$ cat src/rtl/regfile_write_arbiter_pkg.sv
// Shared types and defaults for the register-file write arbiter.
// The REGFILE_BYPASS_EN macro is consumed by reg_bank; nothing here depends on it.
package regfile_arb_pkg;

  typedef enum logic {
    ARB_IDLE = 1'b0,
    ARB_OWN  = 1'b1
  } arb_state_e;

  localparam int DEF_NREQ  = 4;
  localparam int DEF_NREGS = 8;
  localparam int DEF_WIDTH = 16;

  // Index width that never collapses to zero bits.
  function automatic int clog2_min1(input int n);
    return (n <= 2) ? 1 : $clog2(n);
  endfunction

endpackage

$ cat src/rtl/regfile_write_arbiter_if.sv
// Requester/read bus between datapath producers and the register-file write arbiter.
// Per-requester fields are packed arrays; slice i belongs to requester i.
interface regfile_write_arbiter_if #(
  parameter int NREQ  = regfile_arb_pkg::DEF_NREQ,
  parameter int NREGS = regfile_arb_pkg::DEF_NREGS,
  parameter int WIDTH = regfile_arb_pkg::DEF_WIDTH
);
  import regfile_arb_pkg::*;

  localparam int AW = clog2_min1(NREGS);
  localparam int OW = clog2_min1(NREQ);

  logic [NREQ-1:0]            req;
  logic [NREQ-1:0]            req_last;
  logic [NREQ-1:0][AW-1:0]    req_addr;
  logic [NREQ-1:0][WIDTH-1:0] req_data;
  logic [NREQ-1:0]            gnt;
  logic                       busy;
  logic [OW-1:0]              owner;
  logic [AW-1:0]              rd_addr;
  logic [WIDTH-1:0]           rd_data;

  modport master (
    output req, req_last, req_addr, req_data, rd_addr,
    input  gnt, busy, owner, rd_data
  );

  modport slave (
    input  req, req_last, req_addr, req_data, rd_addr,
    output gnt, busy, owner, rd_data
  );

endinterface

$ cat src/rtl/regfile_write_arbiter_reg_bank.sv
// NREGS x WIDTH storage: one write port, synchronous clear, combinational read.
// With REGFILE_BYPASS_EN defined, a same-cycle write to rd_addr is forwarded to rd_data.
module reg_bank
  import regfile_arb_pkg::*;
#(
  parameter int NREGS = DEF_NREGS,
  parameter int WIDTH = DEF_WIDTH,
  parameter int AW    = clog2_min1(NREGS)
) (
  input  logic             clock,
  input  logic             reset,
  input  logic             wr_en,
  input  logic [AW-1:0]    wr_addr,
  input  logic [WIDTH-1:0] wr_data,
  input  logic [AW-1:0]    rd_addr,
  output logic [WIDTH-1:0] rd_data
);

  logic [NREGS-1:0][WIDTH-1:0] regs;
  logic [WIDTH-1:0]            stored;

  always_ff @(posedge clock) begin
    for (int i = 0; i < NREGS; i++) begin
      if (reset)
        regs[i] <= '0;
      else if (wr_en && (wr_addr == AW'(i)))
        regs[i] <= wr_data;
    end
  end

  assign stored = regs[rd_addr];

`ifdef REGFILE_BYPASS_EN
  assign rd_data = (wr_en && (wr_addr == rd_addr)) ? wr_data : stored;
`else
  assign rd_data = stored;
`endif

endmodule

$ cat src/rtl/regfile_write_arbiter.sv
// Round-robin write arbiter with burst ownership in front of a shared register bank.
// Optional same-cycle read forwarding via REGFILE_BYPASS_EN (implemented in reg_bank).
module regfile_write_arbiter
  import regfile_arb_pkg::*;
#(
  parameter int NREQ  = DEF_NREQ,
  parameter int NREGS = DEF_NREGS,
  parameter int WIDTH = DEF_WIDTH
) (
  input  logic                   clock,
  input  logic                   reset,
  regfile_write_arbiter_if.slave bus
);

  localparam int AW = clog2_min1(NREGS);
  localparam int OW = clog2_min1(NREQ);

  arb_state_e       state_q, state_d;
  logic [OW-1:0]    rr_ptr_q, rr_ptr_d;
  logic [OW-1:0]    owner_q, owner_d;
  logic [OW-1:0]    winner;
  logic             found;
  logic [NREQ-1:0]  gnt;
  logic [OW-1:0]    wr_sel;
  logic             wr_en;
  logic [AW-1:0]    wr_addr;
  logic [WIDTH-1:0] wr_data;

  function automatic logic [OW-1:0] wrap_inc(input logic [OW-1:0] i);
    if (int'(i) == NREQ - 1)
      return '0;
    else
      return i + 1'b1;
  endfunction

  // First requester at or after rr_ptr, wrapping.
  always_comb begin
    int idx;
    found  = 1'b0;
    winner = rr_ptr_q;
    idx    = 0;
    for (int k = 0; k < NREQ; k++) begin
      idx = int'(rr_ptr_q) + k;
      if (idx >= NREQ)
        idx = idx - NREQ;
      if (!found && bus.req[idx]) begin
        found  = 1'b1;
        winner = OW'(idx);
      end
    end
  end

  always_comb begin
    state_d  = state_q;
    rr_ptr_d = rr_ptr_q;
    owner_d  = owner_q;
    gnt      = '0;
    case (state_q)
      ARB_IDLE: begin
        if (found) begin
          gnt[winner] = 1'b1;
          owner_d     = winner;
          if (bus.req_last[winner])
            rr_ptr_d = wrap_inc(winner);
          else
            state_d = ARB_OWN;
        end
      end
      ARB_OWN: begin
        // A stalled owner keeps the bank; nobody else can get in.
        if (bus.req[owner_q]) begin
          gnt[owner_q] = 1'b1;
          if (bus.req_last[owner_q]) begin
            state_d  = ARB_IDLE;
            rr_ptr_d = wrap_inc(owner_q);
          end
        end
      end
      default: state_d = ARB_IDLE;
    endcase
    if (reset)
      gnt = '0;
  end

  always_ff @(posedge clock) begin
    if (reset) begin
      state_q  <= ARB_IDLE;
      rr_ptr_q <= '0;
      owner_q  <= '0;
    end else begin
      state_q  <= state_d;
      rr_ptr_q <= rr_ptr_d;
      owner_q  <= owner_d;
    end
  end

  // Grant is one-hot, so the write source is simply the granted index.
  assign wr_sel  = (state_q == ARB_IDLE) ? winner : owner_q;
  assign wr_en   = |gnt;
  assign wr_addr = bus.req_addr[wr_sel];
  assign wr_data = bus.req_data[wr_sel];

  reg_bank #(
    .NREGS (NREGS),
    .WIDTH (WIDTH),
    .AW    (AW)
  ) u_bank (
    .clock   (clock),
    .reset   (reset),
    .wr_en   (wr_en),
    .wr_addr (wr_addr),
    .wr_data (wr_data),
    .rd_addr (bus.rd_addr),
    .rd_data (bus.rd_data)
  );

  assign bus.gnt   = gnt;
  assign bus.busy  = (state_q == ARB_OWN);
  assign bus.owner = owner_q;

endmodule
$ cat src/flat_wrapper.sv
// flat-port wrapper written by rule: the top's interface ports become plain ports
module regfile_write_arbiter_flat import regfile_arb_pkg::*;
#(
  parameter int NREQ  = DEF_NREQ,
  parameter int NREGS = DEF_NREGS,
  parameter int WIDTH = DEF_WIDTH
)
  (clock, reset, bus_req, bus_req_last, bus_req_addr, bus_req_data, bus_rd_addr, bus_gnt, bus_busy, bus_owner, bus_rd_data);
  regfile_write_arbiter_if #(.NREQ(NREQ), .NREGS(NREGS), .WIDTH(WIDTH)) bus_i ();
  input  logic clock;
  input  logic reset;
  input wire logic [$bits(bus_i.req)-1:0] bus_req;
  input wire logic [$bits(bus_i.req_last)-1:0] bus_req_last;
  input wire logic [$bits(bus_i.req_addr)-1:0] bus_req_addr;
  input wire logic [$bits(bus_i.req_data)-1:0] bus_req_data;
  input wire logic [$bits(bus_i.rd_addr)-1:0] bus_rd_addr;
  output wire logic [$bits(bus_i.gnt)-1:0] bus_gnt;
  output wire logic [$bits(bus_i.busy)-1:0] bus_busy;
  output wire logic [$bits(bus_i.owner)-1:0] bus_owner;
  output wire logic [$bits(bus_i.rd_data)-1:0] bus_rd_data;
  assign bus_i.req = bus_req;
  assign bus_i.req_last = bus_req_last;
  assign bus_i.req_addr = bus_req_addr;
  assign bus_i.req_data = bus_req_data;
  assign bus_i.rd_addr = bus_rd_addr;
  assign bus_gnt = bus_i.gnt;
  assign bus_busy = bus_i.busy;
  assign bus_owner = bus_i.owner;
  assign bus_rd_data = bus_i.rd_data;
  regfile_write_arbiter #(.NREQ(NREQ), .NREGS(NREGS), .WIDTH(WIDTH)) u_core (.clock(clock), .reset(reset), .bus(bus_i));
endmodule
$ cat config.mk
export PLATFORM = sky130hd
export DESIGN_NAME = regfile_write_arbiter_flat
export DESIGN_NICKNAME = d
export VERILOG_FILES = /design/src/rtl/regfile_write_arbiter_pkg.sv /design/src/rtl/regfile_write_arbiter_if.sv /design/src/rtl/regfile_write_arbiter_reg_bank.sv /design/src/rtl/regfile_write_arbiter.sv /design/src/flat_wrapper.sv
export SDC_FILE = /design/constraint.sdc
export NUM_CORES = 1
export LEC_CHECK = 0
export CAP_MARGIN = 20
export CORE_MARGIN = 5
export CORE_UTILIZATION = 25
export CTS_CLUSTER_SIZE = 24
export DETAILED_ROUTE_END_ITERATION = 16
export HOLD_SLACK_MARGIN = 0.05
export MAX_ROUTING_LAYER = met4
export SLEW_MARGIN = 10
export SYNTH_ARGS = -nofsm -noshare
export SYNTH_HDL_FRONTEND = slang
export SYNTH_SLANG_ARGS = --single-unit
$ cat constraint.sdc
create_clock -name clock -period 10.2 [get_ports clock]
set_clock_uncertainty 0.2 [all_clocks]
set_input_delay 1.53 -clock clock [delete_from_list [all_inputs] [get_ports clock]]
set_output_delay 1.53 -clock clock [all_outputs]
set_load 0.03 [all_outputs]
* Yosys cells after proc, flatten, opt, wreduce, memory -nomap -nowiden
Cells that the tools add are included.
Word-level totals: bits of input ports 89, bits in registers 133, output and inout port bits 23, word-level logic and storage cells 125
Operators by class: muxes and demuxes 57, bitwise operators 1, reductions and logical operators 20, equal/unequal tests 13, add/subtract/negate cells 9, magnitude comparators 14
Operator list (number):
- less-than comparator 32 x 4 -> 1 bit (second input constant) | 4
- 2-to-1 mux 32 bit | 4
- >= comparator 32 x 4 -> 1 bit (second input constant) | 3
- subtractor 32 x 4 -> 32 bit (second input constant) | 3
- binary-select mux 16 bit (select 3 bit) | 1
- binary-select mux 16 bit (select 2 bit) | 1
- 2-to-1 mux 16 bit | 2
- 2-to-1 mux 2 bit | 11
- 2-to-1 mux 1 bit | 21
- binary-select mux 1 bit (select 2 bit) | 7
- logical AND 1 bit | 13
- equality test 3 bit (second input constant) | 4
- 2-to-1 mux 4 bit | 3
- less-than comparator 2 x 3 -> 1 bit (second input constant) | 3
- one-hot mux 4 bit (2 select lines) | 1
- adder 2 x 2 -> 3 bit (second input constant) | 2
- binary-select mux 3 bit (select 2 bit) | 1
- equality test 3 x 2 -> 1 bit (second input constant) | 2
- adder 2 x 1 -> 2 bit (second input constant) | 2
- demux 1 bit (select 2 bit) | 2
- equality test 2 x 1 -> 1 bit (second input constant) | 2
- >= comparator 2 x 1 -> 1 bit (second input constant) | 2
- less-than comparator 3 x 4 -> 1 bit (second input constant) | 1
- inequality test 2 x 1 -> 1 bit (second input constant) | 2
- other kinds (14) | 17

* Longest topological paths before layout
word-level depth 24, gate-level depth with buffers 14, gate-level depth less buffers 11

* Modules after synthesis
From an unflattened synthesis, not the netlist that was laid out.
Unflattened totals: cells, all modules 748, area, all modules 6850.3 um2
Modules (own cells, without submodules):
- reg_bank | cells each 647, area each 5734.2 um2, instances 1, seq. area each 2562.5 um2
- regfile_write_arbiter | cells each 101, area each 1116.1 um2, instances 1, seq. area each 100.1 um2

* Least setup slack after synthesis
OpenSTA, ideal clock, no wires.
kind input -> output, start point in bus_rd_addr[0], end point out bus_rd_data[0], data arrival time 3194 ps, required time 8470 ps, buffers on the path 2, cell stages on the path 4, setup slack 5276 ps, cells stage by stage clkbuf_1 > buf_1 > mux4_2 > mux2_2
Between the ends: longest elaborated chain between the ends 2
RTL lines:
- start, declared | line flat_wrapper.sv:16 | input wire logic [$bits(bus_i.rd_addr)-1:0] bus_rd_addr;
- binary-select mux 16 bit (select 3 bit) | line regfile_write_arbiter_reg_bank.sv:31 | assign stored = regs[rd_addr];
- 2-to-1 mux 16 bit (implied by the code) | line regfile_write_arbiter_reg_bank.sv:31
- end, declared | line flat_wrapper.sv:20 | output wire logic [$bits(bus_i.rd_data)-1:0] bus_rd_data;
Every way passes these cells. The select of a mux whose other input is x is not followed.

* Worst setup path in the final report
start point in bus_req[0], end point out bus_gnt[1]
Between the ends: longest elaborated chain between the ends 20, elaborated cells on any way between the ends 37, classes of those cells 2 x order compare; 28 x mux; 7 x reduce/logical
RTL lines:
- start, declared | line flat_wrapper.sv:12 | input wire logic [$bits(bus_i.req)-1:0] bus_req;
- binary-select mux 1 bit (select 2 bit) | line regfile_write_arbiter.sv:46 | if (!found && bus.req[idx]) begin
- 2-to-1 mux 1 bit (implied by the code) (2 in series) | line regfile_write_arbiter.sv:46
- 2-to-1 mux 1 bit | line regfile_write_arbiter.sv:46
- logical NOT 1 bit | line regfile_write_arbiter.sv:46
- logical AND 1 bit | line regfile_write_arbiter.sv:46
- 2-to-1 mux 1 bit | line regfile_write_arbiter.sv:46
- logical NOT 1 bit | line regfile_write_arbiter.sv:46
- logical AND 1 bit | line regfile_write_arbiter.sv:46
- (+4 left out)
- via u_core.winner[0] | line regfile_write_arbiter.sv:21 | logic [OW-1:0] winner;
- less-than comparator 2 x 3 -> 1 bit (implied by the code) / >= comparator 2 x 1 -> 1 bit (equally long branches) | line regfile_write_arbiter.sv:61 | gnt[winner] = 1'b1;
- logical AND 1 bit (implied by the code) | line regfile_write_arbiter.sv:61
- 2-to-1 mux 1 bit (implied by the code) | line regfile_write_arbiter.sv:61
- demux 1 bit (select 2 bit) *
- 2-to-1 mux 4 bit * | line regfile_write_arbiter.sv:60 | if (found) begin
- one-hot mux 4 bit (2 select lines) * | line regfile_write_arbiter.sv:58 | case (state_q)
- 2-to-1 mux 4 bit * | line regfile_write_arbiter.sv:81 | if (reset)
- end, declared | line flat_wrapper.sv:17 | output wire logic [$bits(bus_i.gnt)-1:0] bus_gnt;
The timed path passes the listed nets; every way through them passes the cells marked *. The select of a mux whose other input is x is not followed.

==> impl_metrics.py <==
metrics = {
    "outcome": {
        "outcome": "finished, final reports clean",
    },
    "clock_network": {
        "cts_resized": 0,
        "holdBufCountCts": 0,
        "cts_root_buf": "clkbuf_16",
        "cts_tree": "yes",
        "cts_made_buffers": 17,
        "clockBufferDepth": 2,
        "path_clk_slew_ns": 0.06,
        "clock-sinks": 133,
        "h-tree-depth": 4,
        "cts_setup_buffers": 0,
        "clk-insertion-delay-late_ns": 0.41,
    },
    "yosys": {
        "synthFlopType": "dfxtp_1",
        "synth_cells": 670,
        "synth.distinct_cells": 45,
        "syn_area_um2": 7610,
        "yosys.area_share.simple": 0.174,
        "yosysSeqAreaShare": 0.350,
        "async_flop_share": 0,
        "synth_top_family_by_area": "multiplexers",
        "synth_compound_area_frac": 0.0493,
        "synthMuxAreaShare": 0.366,
        "synth-edff-count": 0,
        "synthXorXnorAreaFrac": 0,
        "yosysWarnings": 0,
        "synth_seq_cells": 133,
        "synthAdderAreaFrac": 0.0131,
        "synth_area_per_cell_um2": 11.4,
        "synthesis.nets": 767,
    },
    "worst_setup_path": {
        "setup.worst_path.start": "bus_req[0]",
        "worstPathArrival_ns": 4.11,
        "crit_path_start_kind": "input pin",
        "critical_path_class": "input pin to output pin",
        "r2r_start": "u_core.rr_ptr_q[1]",
        "crit_required_ns": 8.47,
        "end_kind": "output pin",
        "critPathMaxFanout": 8,
    },
    "route": {
        "post_drt_via_cell_ratio": 4.57,
        "drt-pass1-iter-count": 5,
        "wl_mm": 19.0,
        "drc": 0,
        "drtAntennaViolNets": 0,
        "vias": 5242,
        "drt_iter0_drc": 248,
        "wl_per_cell_um": 16.5,
    },
    "flow_run": {
        "max_cap_viol_count": 0,
    },
    "timing": {
        "post-route-min-period_ns": 5.84,
        "fin_tns_setup_ns": 0,
        "tightest_slew_ns": 1.05,
        "setup_viol": 0,
        "slew_headroom": 0.297,
        "fmax_mhz": 171,
        "rsz0062_at_grt": "no",
        "slew_violations": 0,
        "timing_hold_violations_final": 0,
        "post-route-period-util": 0.572,
    },
    "power_and_ir_drop": {
        "pwr-share-comb": 0.335,
        "power_density_nw_per_um2": 199,
        "p_seq_frac": 0.327,
        "netSwitchingFraction": 0.318,
        "p_switching_w": 0.000601,
        "pwr-share-clk": 0.338,
        "leakagePower_nw": 3.65,
        "irDropWorstVdd_uv": 114,
        "intPower_w": 0.00129,
    },
    "floorplan": {
        "die_w_um": 184,
        "start_util": 0.255,
        "pin_count": 112,
        "die_area_um2": 34000,
        "rows": 63,
        "coreArea_um2": 29900,
        "dieHeight_um": 184,
    },
    "placed_design": {
        "port_buffers": 111,
        "gp_congestion": 0.814,
        "hpwl_mm": 12.5,
    },
    "global_routing": {
        "grt-ovfl-total": 0,
        "grtUsageTotal": 0.116,
        "antenna_found_initial": 1,
        "grt_pass1_vias": 5467,
        "grt_max_degree": 108,
        "grt_pass1_wl_mm": 29.7,
    },
    "cells_and_area": {
        "nets": 841,
        "fillerInstances": 2968,
        "drive_above_1_share": 0.148,
        "area_growth_pct": 25.1,
        "fin_util": 0.319,
    },
    "worst_hold_path": {
        "hold_class": "flip-flop to flip-flop",
        "min_from": "u_core.u_bank.regs[77]",
    },
}
layout make-up:
cell class,instances,area [um2],share of cell area
Inverter,4,15.0,0.00158
Clock inverter,9,150,0.0158
Tap cell,390,488,0.0512
Timing Repair Buffer,116,1140,0.120
Antenna cell,1,2.50,0.000263
Sequential cell,133,2660,0.280
Clock buffer,23,468,0.0491
Multi-Input combinational cell,472,4600,0.483
flip-flops by register name, indices dropped and copies added (netlist names):
signal              cells
u_core.bus.busy         1
u_core.rr_ptr_q         2
u_core.u_bank.regs    128
u_core.bus.owner        2
final timing paths:
path	end	slack, ns	cells past startpoint
max	bus_gnt[1]	4.36	9
min	u_core.u_bank.regs[77]	0.27	2
max reg2reg	u_core.u_bank.regs[95]	6.50	11
min reg2reg	u_core.u_bank.regs[77]	0.27	2
cell usage after synthesis, types with 5 or more instances:
library cell,instances,area share
nand2b_1,146,0.12
mux2i_1,145,0.19
dfxtp_1,133,0.35
mux4_2,48,0.14
clkbuf_1,34,0.017
mux2_2,18,0.027
nor3b_1,13,0.013
nand3b_1,12,0.012
nor2_1,12,0.0059
buf_1,10,0.0049
ha_1,8,0.013
nor2b_1,8,0.0066
o21ai_0,6,0.0039
buf_6,5,0.0074
nand2_1,5,0.0025
nor3_1,5,0.0033
per-layer routing:
metal	track usage	vias up	routed length, um
met5	-	-	0
met4	0.0302	0	253
met3	0.0274	21	732
met2	0.187	109	9090
met1	0.146	2557	8920
li1	-	2555	-
power by group through the flow:
stage | logic (W) | registers [W] | clock network, W
2_1_floorplan | 0.000502 | 0.000617 | 0
3_3_place_gp | 0.000643 | 0.000629 | 0
3_5_place_dp | 0.000644 | 0.000630 | 0
4_1_cts | 0.000645 | 0.000619 | 0.000650
5_1_grt | 0.000688 | 0.000627 | 0.000674
6_report | 0.000634 | 0.000619 | 0.000638
placed cells by master (no fill, tap or decap), drive strengths merged, types with 2 or more instances in the layout:
| cell type | n |
|---|---|
| a221o | 2 |
| a22oi | 8 |
| nor3 | 5 |
| nand3 | 4 |
| nor2 | 12 |
| and2 | 4 |
| clkinvlp | 2 |
| clkdlybuf4s50 | 109 |
| dfxtp | 133 |
| o22ai | 5 |
| bufinv | 4 |
| nand2 | 5 |
| nor3b | 13 |
| nor4 | 4 |
| a21o | 2 |
| inv | 4 |
| nand2b | 146 |
| mux4 | 50 |
| ha | 8 |
| o21ai | 6 |
| mux2 | 18 |
| nand3b | 12 |
| buf | 7 |
| a21oi | 3 |
| nor2b | 8 |
| o21a | 2 |
| clkinv | 3 |
| mux2i | 145 |
| clkbuf | 23 |
metrics by stage:
stage	worst slack, ns	hold slack (ns)	power (W)	area (um2)	cells
detailed placement	4.39	0.261	0.00127	8900	1115
floorplan	5.28	0.245	0.00112	7610	670
global route	4.19	0.286	0.00199	9520	1148
CTS	4.37	0.273	0.00191	9520	1147
global placement	4.43	0.256	0.00127	8900	1115
finish	4.36	0.270	0.00189	9520	1148
critical path, stage by stage:
cell             delay, ns
clkdlybuf4s50_1       0.52
nor2b_1               0.20
o21a_1                0.19
or3_1                 0.45
inv_1                 0.14
ha_1                  0.20
a22oi_1               0.09
nor2_1                0.10
clkdlybuf4s50_1       0.68
cell families after synthesis:
kind of cell | Yosys count
muxes | 213
adders and majority gates | 8
AOI/OAI and AO/OA | 36
buffers and inverters | 65
and+or+nand+nor | 215
DFF | 133
No activity file was read; power rests on OpenSTA's default activity.
==> RTL change 1: new RTL, same settings <==
Build with the macro `REGFILE_BYPASS_EN` defined.
--- a/src/rtl/regfile_write_arbiter_reg_bank.sv
+++ b/src/rtl/regfile_write_arbiter_reg_bank.sv
@@ -1,5 +1,7 @@
 // NREGS x WIDTH storage: one write port, synchronous clear, combinational read.
 // With REGFILE_BYPASS_EN defined, a same-cycle write to rd_addr is forwarded to rd_data.
+`define REGFILE_BYPASS_EN
+
 module reg_bank
   import regfile_arb_pkg::*;
 #(
Check against the original RTL: not equivalent (a bounded check fails within 4 cycles, from zero or initial values and one cycle with reset high).
==> RTL change 1 against the original RTL <==
  * Setup slack got worse by 1.5 ns
  * Cell area down 0.89%
  * Area after synthesis decreased by 2.6%
  * Routed wire length is 2.8% higher
  * Power is 17% higher
  * Clock power hardly changed
  * Critical path type unchanged
  * Sequential cell count stayed put
==> RTL change 1: results (changes against the original RTL) <==
| Metric | Value |
|---|---|
| Worst R2R Setup Slack | 6.45 ns (was 6.50 ns) |
| Met2 WL | 8710 microns (was 9085 microns) |
| Met3 Wirelength | 1045 microns (was 732 microns) |
| Peak VDD IR | 0.1191 mV (was 0.1144 mV) |
| Crit Reg-Reg Endpoint | u_core.u_bank.regs[22] (was u_core.u_bank.regs[95]) |
| Dpl hpwl | 13260 microns (was 12500 microns) |
| Vias in the first global route | 5339 (was 5467) |
| Endpoint, Worst Hold | u_core.u_bank.regs[34] (was u_core.u_bank.regs[77]) |
| 1st-iter DRT viols | 235 (was 248) |
| Syn avg cell area | 10.71 sq um (was 11.36 sq um) |
| Rel. slew slack | 0.3711 (was 0.2967) |
| Power Sequential | 0.640 mW (was 0.619 mW) |
| Antenna violations before repair | 0 (was 1) |
| Hold Crit Start | u_core.u_bank.regs[34] (was u_core.u_bank.regs[77]) |
| Status | finished clean (unchanged) |
| Sequential element share of the synthesized area | 0.3592 (was 0.3498) |
| Synth Net Count | 789 (was 767) |
| Ant diodes | 0 (was 1) |
| Share of layout cells above drive strength 1 | 0.2015 (was 0.1480) |
| Post-Layout Cell Count | 1189 (was 1148) |
| Via density | 4.487 (was 4.566) |
| Final net count | 883 (was 841) |
| Max stage delay on crit path | 0.60 ns (was 0.68 ns) |
| Post-synth cell types | 60 (was 45) |
| Sequential share of power | 0.289 (was 0.327) |
| GRT Total Usage | 0.1211 (was 0.1157) |
| TritonRoute pass-1 iters | 4 (was 5) |
| Arrival time at the worst endpoint | 5.65 ns (was 4.11 ns) |
| First-pass GRT wire length | 30830 microns (was 29750 microns) |
| Largest net degree at the start of global routing | 76 (was 108) |
| Routability cong. | 0.7729 (was 0.8135) |
| Sw Ratio | 0.3671 (was 0.3179) |
==> RTL change 1: logic make-up after synthesis <==
| kind of cell | share of synthesized area |
|---|---|
| flops | 0.3592 |
| compound gates | 0.06651 |
| simple gates | 0.1247 |
| buf+inv | 0.04608 |
| fa+ha+maj | 0.01350 |
| xor+xnor | 0.004559 |
| mux | 0.3854 |
==> RTL change 1: routing by layer <==
layer,GRT usage,vias up
li1,-,2655
met1,0.1668,2543
met2,0.1813,131
met3,0.03269,6
met4,0.02162,0
met5,-,-
==> RTL change 1: worst max path at each step <==
stage / endpoint / slack [ns] / start
floorplan: bus_rd_data[10] / 4.54 / bus_req[3]
global placement: bus_rd_data[7] / 2.81 / bus_req[3]
detailed placement: bus_rd_data[8] / 2.77 / bus_req[3]
CTS: bus_rd_data[12] / 2.76 / bus_req[3]
global route: bus_rd_data[9] / 2.55 / bus_req[3]
finish: bus_rd_data[12] / 2.82 / bus_req[3]
==> RTL change 1: stage by stage <==
step	area [sq um]	hold WS, ns	worst slack [ns]
floorplan	7412	0.2546	4.539
global placement	8813	0.2679	2.814
detailed placement	8813	0.2766	2.767
CTS	9438	0.2917	2.763
global route	9438	0.3104	2.546
finish	9438	0.2858	2.824
==> RTL change 1: final cells by class <==
| class | instances | area (sq um) |
|---|---|---|
| inverter | 5 | 18.77 |
| sequential | 133 | 2663 |
| fill | 3015 | 20040 |
| timing repair buffer | 127 | 1224 |
| clock buffer | 19 | 442.9 |
| tap | 390 | 488.0 |
| clock inverter | 13 | 181.4 |
| multi-input combinational | 502 | 4420 |
==> RTL change 2: new RTL, same flow settings <==
Without the edit above. Reset style: asynchronous (`reset`), changed in one clocked block.
--- a/src/rtl/regfile_write_arbiter.sv
+++ b/src/rtl/regfile_write_arbiter.sv
@@ -82,7 +82,7 @@
       gnt = '0;
   end
 
-  always_ff @(posedge clock) begin
+  always_ff @(posedge clock or posedge reset) begin
     if (reset) begin
       state_q  <= ARB_IDLE;
       rr_ptr_q <= '0;
Function: differs if reset is asserted again (counterexample within 4 cycles, from zero or initial values and one cycle with reset high); with reset held inactive, the same outputs for 4 cycles.
==> RTL change 2 against the original RTL <==
  * Setup slack worse by 0.12 ns
  * Core utilization increased by 0.99 points
  * Via count decreased by 2.8%
  * Routed wire length is 3.4% lower
  * Sequential cell count unchanged
  * Power up 6.6%
  * Cell area down 6.7%
  * Area after synthesis shrank 9.4%
  * Critical path type unchanged
  * Critical endpoint unchanged
==> RTL change 2: results (changes against the original RTL) <==
| Metric | Value |
|---|---|
| Status | finished clean (unchanged) |
| Vias in the first global route | 5190 (was 5467) |
| Hold Buf Count CTS | 0 (unchanged) |
| Largest reg by FF count | u_core.u_bank.regs (unchanged) |
| Reg clk slew, reported paths | 0.05 ns |
| Dpl hpwl | 11770 microns (was 12500 microns) |
| Top post-synthesis cells by count | nand2_1, mux2i_1, dfxtp_1 (was nand2b_1, mux2i_1, dfxtp_1) |
| CTS max path bufs | 2 (unchanged) |
| CTS H-tree depth | 4 (unchanged) |
| Clk Latency, worst-skew pair | ~0.42 ns |
| Via density | 4.725 (was 4.566) |
| Reg2Reg Depth | 11 (unchanged) |
| Share of layout cells above drive strength 1 | 0.1793 (was 0.1480) |
| Worst-path fanout max | 7 (was 8) |
| GRT Total Usage | 0.1226 (was 0.1157) |
| Routability cong. | 0.8058 (was 0.8135) |
| Max reg flops | 128 (unchanged) |
| TritonRoute pass-1 iters | 4 (was 5) |
| Final net count | 820 (was 841) |
| Syn. warnings | 0 (unchanged) |
| Post-synth cell types | 48 (was 45) |
| Antenna violations before repair | 1 (unchanged) |
| Worst hold path stage count | 2 (unchanged) |
| Main synth FF type | dfxtp_1 (unchanged) |
| Sequential element share of the synthesized area | 0.3898 (was 0.3498) |
| CTS buffer count | 17 (unchanged) |
| Largest net degree at the start of global routing | 56 (was 108) |
| Clk Tree Root Cell | clkbuf_16 (unchanged) |
| PortBufs | 111 (unchanged) |
| Asr flop ratio synth | 0.03759 (was 0) |
| DP Worst Slack | 4.273 ns (was 4.386 ns) |
| Fin Setup TNS | 0 ns (unchanged) |
| Worst-margin pin slew | 0.9225 ns (was 1.052 ns) |
| First-pass GRT wire length | 28930 microns (was 29750 microns) |
| Hold Crit Class | reg -> reg (unchanged) |
| Post-CTS setup buffer count | 0 (unchanged) |
| Synth Net Count | 721 (was 767) |
| Synth area leaders | dfxtp_1, mux2i_1, mux4_2, nand2_1, mux2_2 (was dfxtp_1, mux2i_1, mux4_2, nand2b_1, mux2_2) |
| Arrival time at the worst endpoint | 4.22 ns (was 4.11 ns) |
| Static Leak | 3.148 nW (was 3.650 nW) |
| Post-cts repair resize count | 0 (unchanged) |
| 1st-iter DRT viols | 285 (was 248) |
| Peak VDD IR | 0.1321 mV (was 0.1144 mV) |
| Avg WL per Cell | 17.02 microns (was 16.55 microns) |
==> RTL change 2: routing by layer <==
metal / vias to the layer above / track usage / part of all wire
li1: 2428 / - / -
met1: 2513 / 0.1676 / 0.49
met2: 138 / 0.1821 / 0.45
met3: 15 / 0.03212 / 0.061
met4: 0 / 0.02924 / 0.0073
met5: - / - / 0
==> RTL change 2: worst max-delay path: stages <==
cell	delay, ns
clkdlybuf4s50_1	0.50
or3_1	0.38
and4b_4	0.22
or2_2	0.37
inv_1	0.13
ha_1	0.18
a22oi_1	0.09
nor2_1	0.13
clkdlybuf4s50_1	0.70
==> RTL change 2: stage by stage <==
stage / std cells / area (sq um)
final: 1078 / 8881
after global placement: 1044 / 8252
after detailed placement: 1044 / 8252
after floorplan: 624 / 6895
after CTS: 1076 / 8851
after global routing: 1078 / 8881
==> RTL change 2: cell type report <==
type                    count  area [sq um]
clock inverters            14         160.2
diodes                      1         2.502
multi-input cells         440          3908
clock buffers              18         439.2
flip-flops and latches    133          2688
well taps                 341         426.7
repair buffers            124          1224
fillers                  2704         18140
inverters                   7         33.78
==> RTL change 2: where the power goes <==
part / internal (mW) / switching, mW / leakage (nW)
sequential: 0.590 / 0.0516 / 1.09
clock: 0.387 / 0.231 / 0.280
combinational: 0.339 / 0.417 / 1.78
total: 1.32 / 0.700 / 3.15
==> RTL change 2: worst paths after layout <==
check	startpoint	endpoint	slack, ns
setup / recovery	bus_req[3]	bus_gnt[1]	4.25
hold / removal	u_core.u_bank.regs[125]	u_core.u_bank.regs[125]	0.25
setup reg to reg	u_core.rr_ptr_q[1]	u_core.u_bank.regs[119]	6.41
hold reg to reg	u_core.u_bank.regs[125]	u_core.u_bank.regs[125]	0.25
max in group asynchronous	reset	u_core.bus.busy	7.38
min in group asynchronous	reset	u_core.rr_ptr_q[0]	2.05
==> RTL change 2: cell families (layout without fill, tap and decap cells) <==
group,after synthesis,in the layout,synth area share
compound gates,30,30,0.03720
fa+ha+maj,8,8,0.01452
buf+inv,51,163,0.04373
flops,133,133,0.3898
mux,209,209,0.3976
other cells,0,1,0
simple gates,193,193,0.1172
